$ cat src/rtl/zwolf_spi_sram.sv
// -----------------------------------------------------------------------------
// zwolf_spi_sram
//
// Memory-side responder for the Zwolf CPU bus. Each CPU request (13-bit byte
// address, 8-bit data) becomes one single-byte READ (0x03) or WRITE (0x02)
// frame to an external 8 KiB SPI SRAM in SPI mode 0. After reset the SRAM is
// optionally put into byte mode with WRSR 0x01,0x00. Completion goes back to the
// CPU on a level-held four-phase handshake: mem_ready stays high for as long as
// mem_valid stays high once the frame has finished.
//
// Parameters
//   CLK_DIV   : clk cycles per SCK half-period (>= 1)
//   CS_GAP    : minimum clk cycles spi_cs_n stays high between frames (>= 1)
//   INIT_MODE : 1 = issue WRSR byte-mode frame after reset, 0 = skip it
//
// Ports
//   clk        in   system clock
//   resetn     in   asynchronous active-low reset
//   mem_addr   in   byte address, stable while mem_valid is high
//   mem_wdata  in   write data, stable while mem_valid is high
//   mem_write  in   1 = write, 0 = read
//   mem_valid  in   request strobe from the CPU
//   mem_ready  out  completion, ack_q qualified by mem_valid
//   mem_rdata  out  registered read data
//   spi_cs_n   out  SRAM chip select, active low
//   spi_sck    out  SPI clock, idles low
//   spi_mosi   out  serial data to SRAM, MSB first
//   spi_miso   in   serial data from SRAM
// -----------------------------------------------------------------------------
module zwolf_spi_sram #(
    parameter int CLK_DIV   = 2,
    parameter int CS_GAP    = 4,
    parameter int INIT_MODE = 1
) (
    input  logic        clk,
    input  logic        resetn,
    input  logic [12:0] mem_addr,
    input  logic [7:0]  mem_wdata,
    input  logic        mem_write,
    input  logic        mem_valid,
    output logic        mem_ready,
    output logic [7:0]  mem_rdata,
    output logic        spi_cs_n,
    output logic        spi_sck,
    output logic        spi_mosi,
    input  logic        spi_miso
);

    localparam int DIV_W = (CLK_DIV > 1) ? $clog2(CLK_DIV) : 1;
    localparam int GAP_W = $clog2(CS_GAP + 1);

    localparam logic [DIV_W-1:0] DIV_LAST = DIV_W'(CLK_DIV - 1);
    localparam logic [GAP_W-1:0] GAP_LAST = GAP_W'(CS_GAP);

    // WRSR 0x01 with status 0x00 (byte mode), left-aligned in the shifter
    localparam logic [31:0] INIT_FRAME = 32'h0100_0000;

    typedef enum logic [2:0] {
        ST_GAP  = 3'd0,
        ST_INIT = 3'd1,
        ST_IDLE = 3'd2,
        ST_XFER = 3'd3,
        ST_ACK  = 3'd4
    } state_t;

    localparam state_t RESET_TARGET = (INIT_MODE != 0) ? ST_INIT : ST_IDLE;

    // Builds the 32-bit command frame; address bits [15:13] are always zero.
    function automatic logic [31:0] build_frame(input logic        wr,
                                                input logic [12:0] addr,
                                                input logic [7:0]  wdata);
        logic [31:0] frame;
        if (wr) begin
            frame = {8'h02, 3'b000, addr, wdata};
        end else begin
            frame = {8'h03, 3'b000, addr, 8'h00};
        end
        return frame;
    endfunction

    state_t            state_q,  state_d;
    state_t            target_q, target_d;
    logic [GAP_W-1:0]  gap_q,    gap_d;
    logic [DIV_W-1:0]  div_q,    div_d;
    logic [4:0]        bit_q,    bit_d;
    logic              sck_q,    sck_d;
    logic              cs_n_q,   cs_n_d;
    logic [31:0]       shift_q,  shift_d;
    logic [7:0]        rx_q,     rx_d;
    logic [7:0]        rdata_q,  rdata_d;
    logic              ack_q,    ack_d;
    logic              rd_q,     rd_d;

    logic [31:0]       frame_s;
    logic [4:0]        last_bit_s;

    // State register and all datapath registers; reset aborts any frame at once.
    always_ff @(posedge clk or negedge resetn) begin
        if (!resetn) begin
            state_q  <= ST_GAP;
            target_q <= RESET_TARGET;
            gap_q    <= '0;
            div_q    <= '0;
            bit_q    <= 5'd0;
            sck_q    <= 1'b0;
            cs_n_q   <= 1'b1;
            shift_q  <= 32'h0000_0000;
            rx_q     <= 8'h00;
            rdata_q  <= 8'h00;
            ack_q    <= 1'b0;
            rd_q     <= 1'b0;
        end else begin
            state_q  <= state_d;
            target_q <= target_d;
            gap_q    <= gap_d;
            div_q    <= div_d;
            bit_q    <= bit_d;
            sck_q    <= sck_d;
            cs_n_q   <= cs_n_d;
            shift_q  <= shift_d;
            rx_q     <= rx_d;
            rdata_q  <= rdata_d;
            ack_q    <= ack_d;
            rd_q     <= rd_d;
        end
    end

    // Next-state logic: gap timing, frame launch, bit engine and handshake.
    always_comb begin
        state_d    = state_q;
        target_d   = target_q;
        gap_d      = gap_q;
        div_d      = div_q;
        bit_d      = bit_q;
        sck_d      = sck_q;
        cs_n_d     = cs_n_q;
        shift_d    = shift_q;
        rx_d       = rx_q;
        rdata_d    = rdata_q;
        ack_d      = ack_q;
        rd_d       = rd_q;
        frame_s    = build_frame(mem_write, mem_addr, mem_wdata);
        last_bit_s = (state_q == ST_INIT) ? 5'd15 : 5'd31;

        case (state_q)
            ST_GAP: begin
                // The count starts at zero on entry, so CS stays high for at
                // least CS_GAP full cycles before the next frame can start.
                if (gap_q == GAP_LAST) begin
                    gap_d = '0;
                    if (target_q == ST_INIT) begin
                        state_d = ST_INIT;
                        shift_d = INIT_FRAME;
                        cs_n_d  = 1'b0;
                        sck_d   = 1'b0;
                        div_d   = '0;
                        bit_d   = 5'd0;
                    end else begin
                        state_d = ST_IDLE;
                    end
                end else begin
                    gap_d = gap_q + GAP_W'(1);
                end
            end

            ST_IDLE: begin
                if (mem_valid) begin
                    state_d = ST_XFER;
                    shift_d = frame_s;
                    cs_n_d  = 1'b0;
                    sck_d   = 1'b0;
                    div_d   = '0;
                    bit_d   = 5'd0;
                    rd_d    = ~mem_write;
                end else begin
                    state_d = ST_IDLE;
                end
            end

            ST_INIT, ST_XFER: begin
                if (div_q == DIV_LAST) begin
                    div_d = '0;
                    if (!sck_q) begin
                        // Rising SCK: capture MISO as it was before the rise.
                        sck_d = 1'b1;
                        rx_d  = {rx_q[6:0], spi_miso};
                    end else if (bit_q == last_bit_s) begin
                        // End of the final high phase closes the frame.
                        sck_d   = 1'b0;
                        cs_n_d  = 1'b1;
                        shift_d = 32'h0000_0000;
                        gap_d   = '0;
                        if (state_q == ST_INIT) begin
                            state_d  = ST_GAP;
                            target_d = ST_IDLE;
                        end else begin
                            state_d = ST_ACK;
                            ack_d   = 1'b1;
                            if (rd_q) begin
                                rdata_d = rx_q;
                            end else begin
                                rdata_d = rdata_q;
                            end
                        end
                    end else begin
                        // Falling SCK: present the next bit on MOSI.
                        sck_d   = 1'b0;
                        shift_d = {shift_q[30:0], 1'b0};
                        bit_d   = bit_q + 5'd1;
                    end
                end else begin
                    div_d = div_q + DIV_W'(1);
                end
            end

            ST_ACK: begin
                // A still-high mem_valid only holds ready; it never relaunches.
                if (!mem_valid) begin
                    ack_d    = 1'b0;
                    state_d  = ST_GAP;
                    target_d = ST_IDLE;
                    gap_d    = '0;
                end else begin
                    state_d = ST_ACK;
                end
            end

            default: begin
                state_d  = ST_GAP;
                target_d = RESET_TARGET;
                gap_d    = '0;
                sck_d    = 1'b0;
                cs_n_d   = 1'b1;
                shift_d  = 32'h0000_0000;
                ack_d    = 1'b0;
            end
        endcase
    end

    assign mem_ready = ack_q & mem_valid;
    assign mem_rdata = rdata_q;
    assign spi_cs_n  = cs_n_q;
    assign spi_sck   = sck_q;
    assign spi_mosi  = shift_q[31];

endmodule

$ cat config.mk
export PLATFORM = sky130hd
export DESIGN_NAME = zwolf_spi_sram
export DESIGN_NICKNAME = d
export VERILOG_FILES = /design/src/rtl/zwolf_spi_sram.sv
export SDC_FILE = /design/constraint.sdc
export NUM_CORES = 1
export LEC_CHECK = 0
export CAP_MARGIN = 20
export CELL_PAD_IN_SITES_DETAIL_PLACEMENT = 1
export CELL_PAD_IN_SITES_GLOBAL_PLACEMENT = 1
export CORE_ASPECT_RATIO = 0.8
export CORE_UTILIZATION = 40
export DETAILED_ROUTE_END_ITERATION = 8
export GPL_TIMING_DRIVEN = 1
export MAX_ROUTING_LAYER = met4
export PLACE_DENSITY_LB_ADDON = 0.1
export SYNTH_ARGS = -nofsm -noshare
export SYNTH_HDL_FRONTEND = slang
export SYNTH_SLANG_ARGS = --single-unit
$ cat constraint.sdc
create_clock -name clk -period 3.2 [get_ports clk]
set_input_delay 0.64 -clock clk [delete_from_list [all_inputs] [get_ports clk]]
set_output_delay 0.64 -clock clk [all_outputs]
set_load 0.02 [all_outputs]
### After elaboration in Yosys (flattened, before gate mapping)

Cells that the tools add are included.

* $add $sub $neg: 3
* eq/ne operators: 17
* mux-type cells: 55
* bitwise operators: 7
* reductions and logical operators: 16

Operators with widths (number)
* 32-bit 2-to-1 mux: 6
* 32-bit case mux with 4 select lines: 1
* 3-bit 2-to-1 mux: 16
* 5-bit 2-to-1 mux: 7
* 25-bit 2-to-1 mux: 1
* 3-bit case mux with 4 select lines: 2
* 6-bit AND reduction: 4
* 2-bit inequality test, second input constant: 10
* 1-bit 2-to-1 mux: 15
* 5-bit case mux with 3 select lines: 1
* 7-bit AND reduction: 2
* 5-bit AND reduction: 2
* 3-bit case mux with 3 select lines: 1
* 1-bit case mux with 4 select lines: 2
* 4-bit AND reduction: 2
* 3-bit by 1-bit equality test with 1-bit output, second input constant: 2
* 3-bit by 2-bit equality test with 1-bit output, second input constant: 2
* 3-bit equality test, second input constant: 2
* 1-bit NOT: 6
* 1-bit case mux with 3 select lines: 2
* 5-bit by 1-bit adder with 5-bit output, second input constant: 1
* 5-bit equality test: 1
* 2-bit OR reduction: 2
* 3-bit by 1-bit adder with 3-bit output, second input constant: 1
* other kinds (7): 7

* register bits after elaboration: 67
* input port bits: 26
* output and inout bits: 12
* word-level logic and storage cells: 110

### Depth between registers and ports, before layout

Gate-level depths: netlist of run 1.

* depth after elaboration: 7
* mapped depth: 8
* mapped depth without buffers: 6

### Worst setup path before layout of run 1

OpenSTA, ideal clock, no wires.

* kind: reg2reg
* from: reg gap_q[0]
* to: reg shift_q[13]
* setup time: 0.126 ns
* arrival: 1.722 ns
* data required time: 3.074 ns
* slack: 1.352 ns
* stages on the path, launching flop included: 9
* clock period less this slack: 1.848 ns
* path through: dfrtp_1 inv_1 ha_1 and4b_1 a211oi_2 or2_1 buf_2 buf_6 a221o_1

* word-level cells in the longest chain between the ends: 3

RTL lines
* start, declared: RTL line 83 `logic [GAP_W-1:0] gap_q, gap_d;`
* start signal, assigned: RTL line 115 `gap_q <= gap_d;`
* 3-bit equality test: RTL line 149 `if (gap_q == GAP_LAST) begin`
* 2-bit inequality test (no line)
* 6-bit AND reduction (no line)
* end signal, assigned: RTL line 120 `shift_q <= shift_d;`
* end, declared: RTL line 88 `logic [31:0] shift_q, shift_d;`

Every way passes these cells.
A chain may end at the register's enable or synchronous reset.

### Worst setup path in the final report of run 1

* from: in mem_valid
* to: out mem_ready

* word-level cells in the longest chain between the ends: 1

RTL lines
* start, declared: RTL line 40 `input logic mem_valid,`
* 1-bit bitwise AND: RTL line 240 `assign mem_ready = ack_q & mem_valid;`
* end, declared: RTL line 41 `output logic mem_ready,`

Every way passes these cells.

==> results of run 1 <==
[how the worst min path moves through the flow]
stage | slack, ps | cells past startpoint | start | to
after floorplan | 340 | 0 | resetn | ack_q
after global placement | 460 | 1 | rx_q[7] | mem_rdata[7]
after detailed placement | 470 | 1 | rx_q[7] | mem_rdata[7]
after CTS | 390 | 1 | resetn | state_q[1]
after global routing | 430 | 1 | resetn | target_q[1]
final | 370 | 1 | resetn | target_q[1]
[stage by stage]
stage	instances	worst slack, ps	hold slack, ps	util, %	power [µW]
CTS	425	545	391	50.3	2800
finish	425	546	373	50.3	2770
detailed placement	409	563	474	47.9	2150
global placement	409	556	464	47.9	2110
global route	425	511	431	50.3	2960
floorplan	277	1350	344	-	1890
[power breakdown]
group	switching, µW	internal [µW]
clock network	335	302
logic	416	389
registers	215	1110
total	966	1800
[kinds of logic (layout without fill, tap and decap cells)]
family	Yosys count	after routing	share of synthesized area [%]
AO/OA/AOI/OAI	79	79	18.1
flip-flops	66	66	53.4
adder cells (fa/ha/maj)	3	3	1.21
XOR/XNOR	2	2	0.808
AND/OR/NAND/NOR	83	83	15.5
buffers and inverters	25	68	4.16
multiplexers	19	19	6.83
[critical path, cell delays in order]
cell	delay, ps
clkdlybuf4s50_1	580
and2_1	190
clkdlybuf4s50_1	610
[metal layers]
layer,vias to the layer above,routed length [µm],GRT usage [%]
met5,-,0,-
met4,0,41,4.35
met3,5,208,5.74
met2,25,3030,28.8
met1,1170,3600,27.2
li1,1094,-,-
[registers in the layout, summed over array words and instances, names as in the netlist]
name,flops
state_q,3
spi_sck,1
spi_cs_n,1
mem_rdata,8
rx_q,8
rd_q,1
target_q,2
ack_q,1
div_q,1
shift_q,32
gap_q,3
bit_q,5
[layout make-up]
type	count	area [µm²]
multi-input cells	186	1320
clock inverters	6	41.3
well taps	105	131
fillers	801	3710
clock buffers	10	138
repair buffers	46	445
inverters	6	22.5
flip-flops and latches	66	1650
[cells in the final DEF (no fill, tap or decap), types with 3 or more instances in the layout]
| cell | n |
|---|---|
| nor3_1 | 4 |
| nand4_1 | 4 |
| mux2_2 | 10 |
| nand2_1 | 21 |
| nor2_1 | 8 |
| o21ai_1 | 12 |
| dfrtp_1 | 64 |
| inv_1 | 6 |
| a22o_1 | 3 |
| nand2b_1 | 4 |
| clkdlybuf4s50_1 | 36 |
| mux2_1 | 7 |
| and3_1 | 9 |
| clkbuf_8 | 10 |
| o21ai_0 | 21 |
| a221o_1 | 20 |
| buf_4 | 8 |
| nand3_1 | 3 |
| ha_1 | 3 |
| clkinvlp_4 | 3 |
| and2_1 | 16 |
| a21oi_1 | 8 |
==> flow_summary_export.csv, run 1 <==
group,metric,value,unit
timing,rsz0062_at_grt,"false",
setup_path,startpoint_type,"input pin",
timing,slew_viol_final,0,
clocking,htreeDepth,3,
place,port_buffers,37,
clocking,clock_latency,340,ps
place,place.gp.congestion,0.789,
setup_path,arrival,2010,ps
yosys,syn-cell-area,3100,µm²
yosys,yosys.area.top_type,"dfrtp_1",
yosys,yosysSeqAreaShare,53.4,%
timing,setup_viol,0,
clocking,cts_max_path_buffers,2,
setup_path,reg2reg_from,"state_q[1]",
yosys,synth-edff-count,0,
yosys,synth-seq-cells,66,
clocking,cts_setup_buffers,0,
setup_path,critPathKind,"input pin to primary output",
yosys,syn_area_per_cell,11.2,µm²
clocking,clkSinkCount,66,
setup_path,r2r_end,"shift_q[14]",
power_and_ir_drop,leakage,0.00166,µW
yosys,synth_area_leaders,"dfrtp_1 (52%), a221o_1 (6.5%), mux2_2 (3.6%), o21ai_0 (3.4%), and2_1 (3.2%)",
yosys,synth_top_area_share,51.7,%
timing,slew_headroom,47.8,%
die,start_util,41.5,%
timing,hold_viol,0,
hold_path,min_path_type,"input pin to async pin",
setup_path,crit_fanout,5,
flow_run,cap_violations,0,
timing,max_freq,377,MHz
global_route,grt-ovfl-total,0,
yosys,ys_async_sr_fraction,100,%
setup_path,r2r_cells,6,
detailed_routing,drt_iter0_drc,61,
detailed_routing,drc,0,
timing,skew,8.90,ps
clocking,cts_buffers,9,
power_and_ir_drop,ir_drop,0.311,mV
setup_path,critPathLaunch,"mem_valid",
setup_path,crit_required,2560,ps
yosys,yosys_warnings,0,
timing,fin_setup_tns,0,ps
clocking,root_buffer,"clkbuf_8",
die,die_y,80.7,µm
detailed_routing,dr.pass1.iters,4,
outcome,outcome,"finished, final reports clean",
final_layout,final_nets,344,
place,place_area,3570,µm²
global_route,antenna_found_initial,0,
clocking,cts_tree,"done",
final_layout,final_layout_size_suffix_gt1_share,14.1,%
detailed_routing,via_per_inst,5.40,
detailed_routing,vias,2294,
die,num_rows,28,
setup_path,cp-endpoint,"mem_ready",
setup_path,critPathCaptureType,"primary output",
detailed_routing,wire_per_inst,16.2,µm
setup_path,reg2reg_setup_slack,1050,ps
yosys,yosysMostFrequentCell,"dfrtp_1",
die,die_x,100,µm
clocking,cts_resized,0,
final_layout,area_delta_synth_final,21.1,%
timing,tightest_slew,783,ps
yosys,synthFlopType,"dfrtp_1",
yosys,synth_fp_nets,306,
timing,fin_crit,2650,ps
global_route,grt_max_degree,35,
power_and_ir_drop,power_density,737,nW/µm²
place,hpwlAfterDp,4.61,mm
final_layout,antenna_cells,0,
global_route,grt_pass1_wl,11.8,mm
global_route,grt_pass1_vias,2333,
yosys,synthTopCellsByCount,"dfrtp_1 (64), nand2_1 (21), o21ai_0 (21)",
detailed_routing,wirelength,6.89,mm
clocking,ctsHoldBuffers,0,
global_route,grt_usage,19.7,%
clocking,path_clk_slew,70,ps
die,ios,38,
final_layout,final_area,3750,µm²
yosys,synthCells,277,
die,die_area,8100,µm²
die,core_area,7460,µm²
timing,period_share,82.9,%
detailed_routing,ant_nets,0,
yosys,synthDistinctLibCells,51,
(Power assumes the default switching activity.)
==> run 2: changes to the inputs <==
Clock period 3.2 ns to 2.6 ns, I/O delays scaled along.
==> flow_summary_export.csv, run 2 (synthesized netlist as in run 1, its figures left out) <==
group,metric,value,unit
setup_path,cp_common_cell,"clkdlybuf4s50_1",
die,num_rows,28,
power_and_ir_drop,p_sw_share,32.1,%
timing,period_share,90.7,%
detailed_routing,wire_per_inst,16.5,µm
clocking,cts_max_path_buffers,2,
place,place.gp.congestion,0.747,
die,die_area,8100,µm²
die,start_util,41.5,%
setup_path,crit_fanout,4,
final_layout,top_register,"shift_q",
clocking,clkSinkCount,66,
timing,hold_viol,0,
place,hpwlAfterDp,4.75,mm
power_and_ir_drop,power_switching,1200,µW
outcome,outcome,"finished, final reports clean",
clocking,cts_buffers,9,
power_and_ir_drop,leakage,0.00171,µW
clocking,cts_setup_buffers,0,
detailed_routing,via_per_inst,5.45,
timing,fin_setup_tns,0,ps
final_layout,final_common_cell,"dfrtp_1",
final_layout,mostFrequentLayoutCells,"dfrtp_1 (64), clkdlybuf4s50_1 (36), nand2_1 (21), o21ai_0 (21), a221o_1 (20)",
detailed_routing,vias,2322,
setup_path,r2r_cells,4,
setup_path,startpoint_type,"input pin",
die,die_x,100,µm
clocking,clock_latency,350,ps
detailed_routing,ant_nets,0,
global_route,grt_pass1_wl,12.1,mm
detailed_routing,drt_iter0_drc,108,
timing,hold-worst-slack,195,ps
timing,skew,6.27,ps
global_route,antenna_found_initial,0,
global_route,grt_pass1_vias,2362,
timing,max_freq,424,MHz
die,core_area,7460,µm²
final_layout,nFillCells,803,
detailed_routing,drc,0,
global_route,grt_usage,20.6,%
die,die_y,80.7,µm
timing,slew_viol_final,0,
final_layout,final_layout_size_suffix_gt1_share,14.3,%
place,port_buffers,37,
timing,slew_headroom,56.4,%
clocking,htreeDepth,3,
final_layout,area_delta_synth_final,24.1,%
timing,rsz0062_at_grt,"false",
clocking,root_buffer,"clkbuf_8",
power_and_ir_drop,seqPwrFrac,43.7,%
clocking,cts_resized,0,
setup_path,critPathCaptureType,"primary output",
setup_path,critPathKind,"input pin to primary output",
hold_path,min_path_type,"input pin to async pin",
power_and_ir_drop,power_density,970,nW/µm²
setup_path,crit_path_cell_trace,"clkdlybuf4s50_1 -> and2_1 -> clkdlybuf4s50_1",
clocking,cts_tree,"done",
setup_path,arrival,1840,ps
final_layout,multi_input_area,1320,µm²
final_layout,regArea,1650,µm²
power_and_ir_drop,ir_drop,0.420,mV
timing,fin_crit,2360,ps
timing,setup_viol,0,
final_layout,antenna_cells,0,
flow_run,cap_violations,0,
global_route,grt-ovfl-total,0,
detailed_routing,wirelength,7.01,mm
power_and_ir_drop,intPower,2530,µW
power_and_ir_drop,power_frac_clock,29.0,%
power_and_ir_drop,p_comb_share,27.3,%
timing,tightest_slew,653,ps
setup_path,crit_required,2080,ps
final_layout,final_nets,345,
clocking,ctsHoldBuffers,0,
detailed_routing,dr.pass1.iters,4,
global_route,grt_max_degree,39,
final_layout,largest_reg_flops,32,
clocking,path_clk_slew,70,ps
setup_path,slowest_delay,610,ps
die,ios,38,
setup_path,slowest_stage,"clkdlybuf4s50_1",
## run 2: metrics by stage
step / cells / setup WS (ps) / util, % / instance area [µm²] / total power, µW
floorplan: 277 / 752 / - / 3100 / 2330
global placement: 410 / 228 / 48.2 / 3590 / 2630
detailed placement: 410 / 235 / 48.2 / 3590 / 2670
CTS: 426 / 223 / 51.5 / 3840 / 3770
global route: 426 / 192 / 51.5 / 3840 / 3990
finish: 426 / 241 / 51.5 / 3840 / 3730
## run 2: final timing paths
kind / start / to / slack, ps
worst max-delay path: mem_valid / mem_ready / 240
worst min-delay path: resetn / gap_q[2] / 200
worst max register to register: state_q[2] / rx_q[3] / 570
worst min register to register: rx_q[7] / mem_rdata[7] / 480
min in group clk: rx_q[7] / mem_rdata[7] / 480
max in group asynchronous: resetn / mem_rdata[5] / 1790
## run 2: critical path, delay by kind of cell
| kind | cells | cell delay [ps] |
|---|---|---|
| and+or+nand+nor | 1 | 170 |
| buffers and inverters | 2 | 1150 |
## run 2: routing by layer
layer  up-vias  part of all wire (%)  track usage (%)
li1       1099                     -                -
met1      1183                    50             28.5
met2        30                    45             28.3
met3        10                   3.2             6.01
met4         0                   1.5             7.83
met5         -                     0                -
## run 2: power groups by stage
stage / clock network (µW) / registers [µW] / logic [µW]
floorplan: 0 / 1560 / 767
global placement: 0 / 1640 / 991
detailed placement: 0 / 1640 / 1030
CTS: 1110 / 1630 / 1030
global route: 1160 / 1680 / 1160
finish: 1080 / 1630 / 1020
## run 2: final cells by class
| type | count | area share [%] |
|---|---|---|
| clock buffers | 10 | 3.58 |
| well taps | 105 | 3.42 |
| repair buffers | 47 | 12.1 |
| clock inverters | 6 | 2.93 |
| flip-flops and latches | 66 | 43.0 |
| multi-input cells | 186 | 34.3 |
| inverters | 6 | 0.586 |
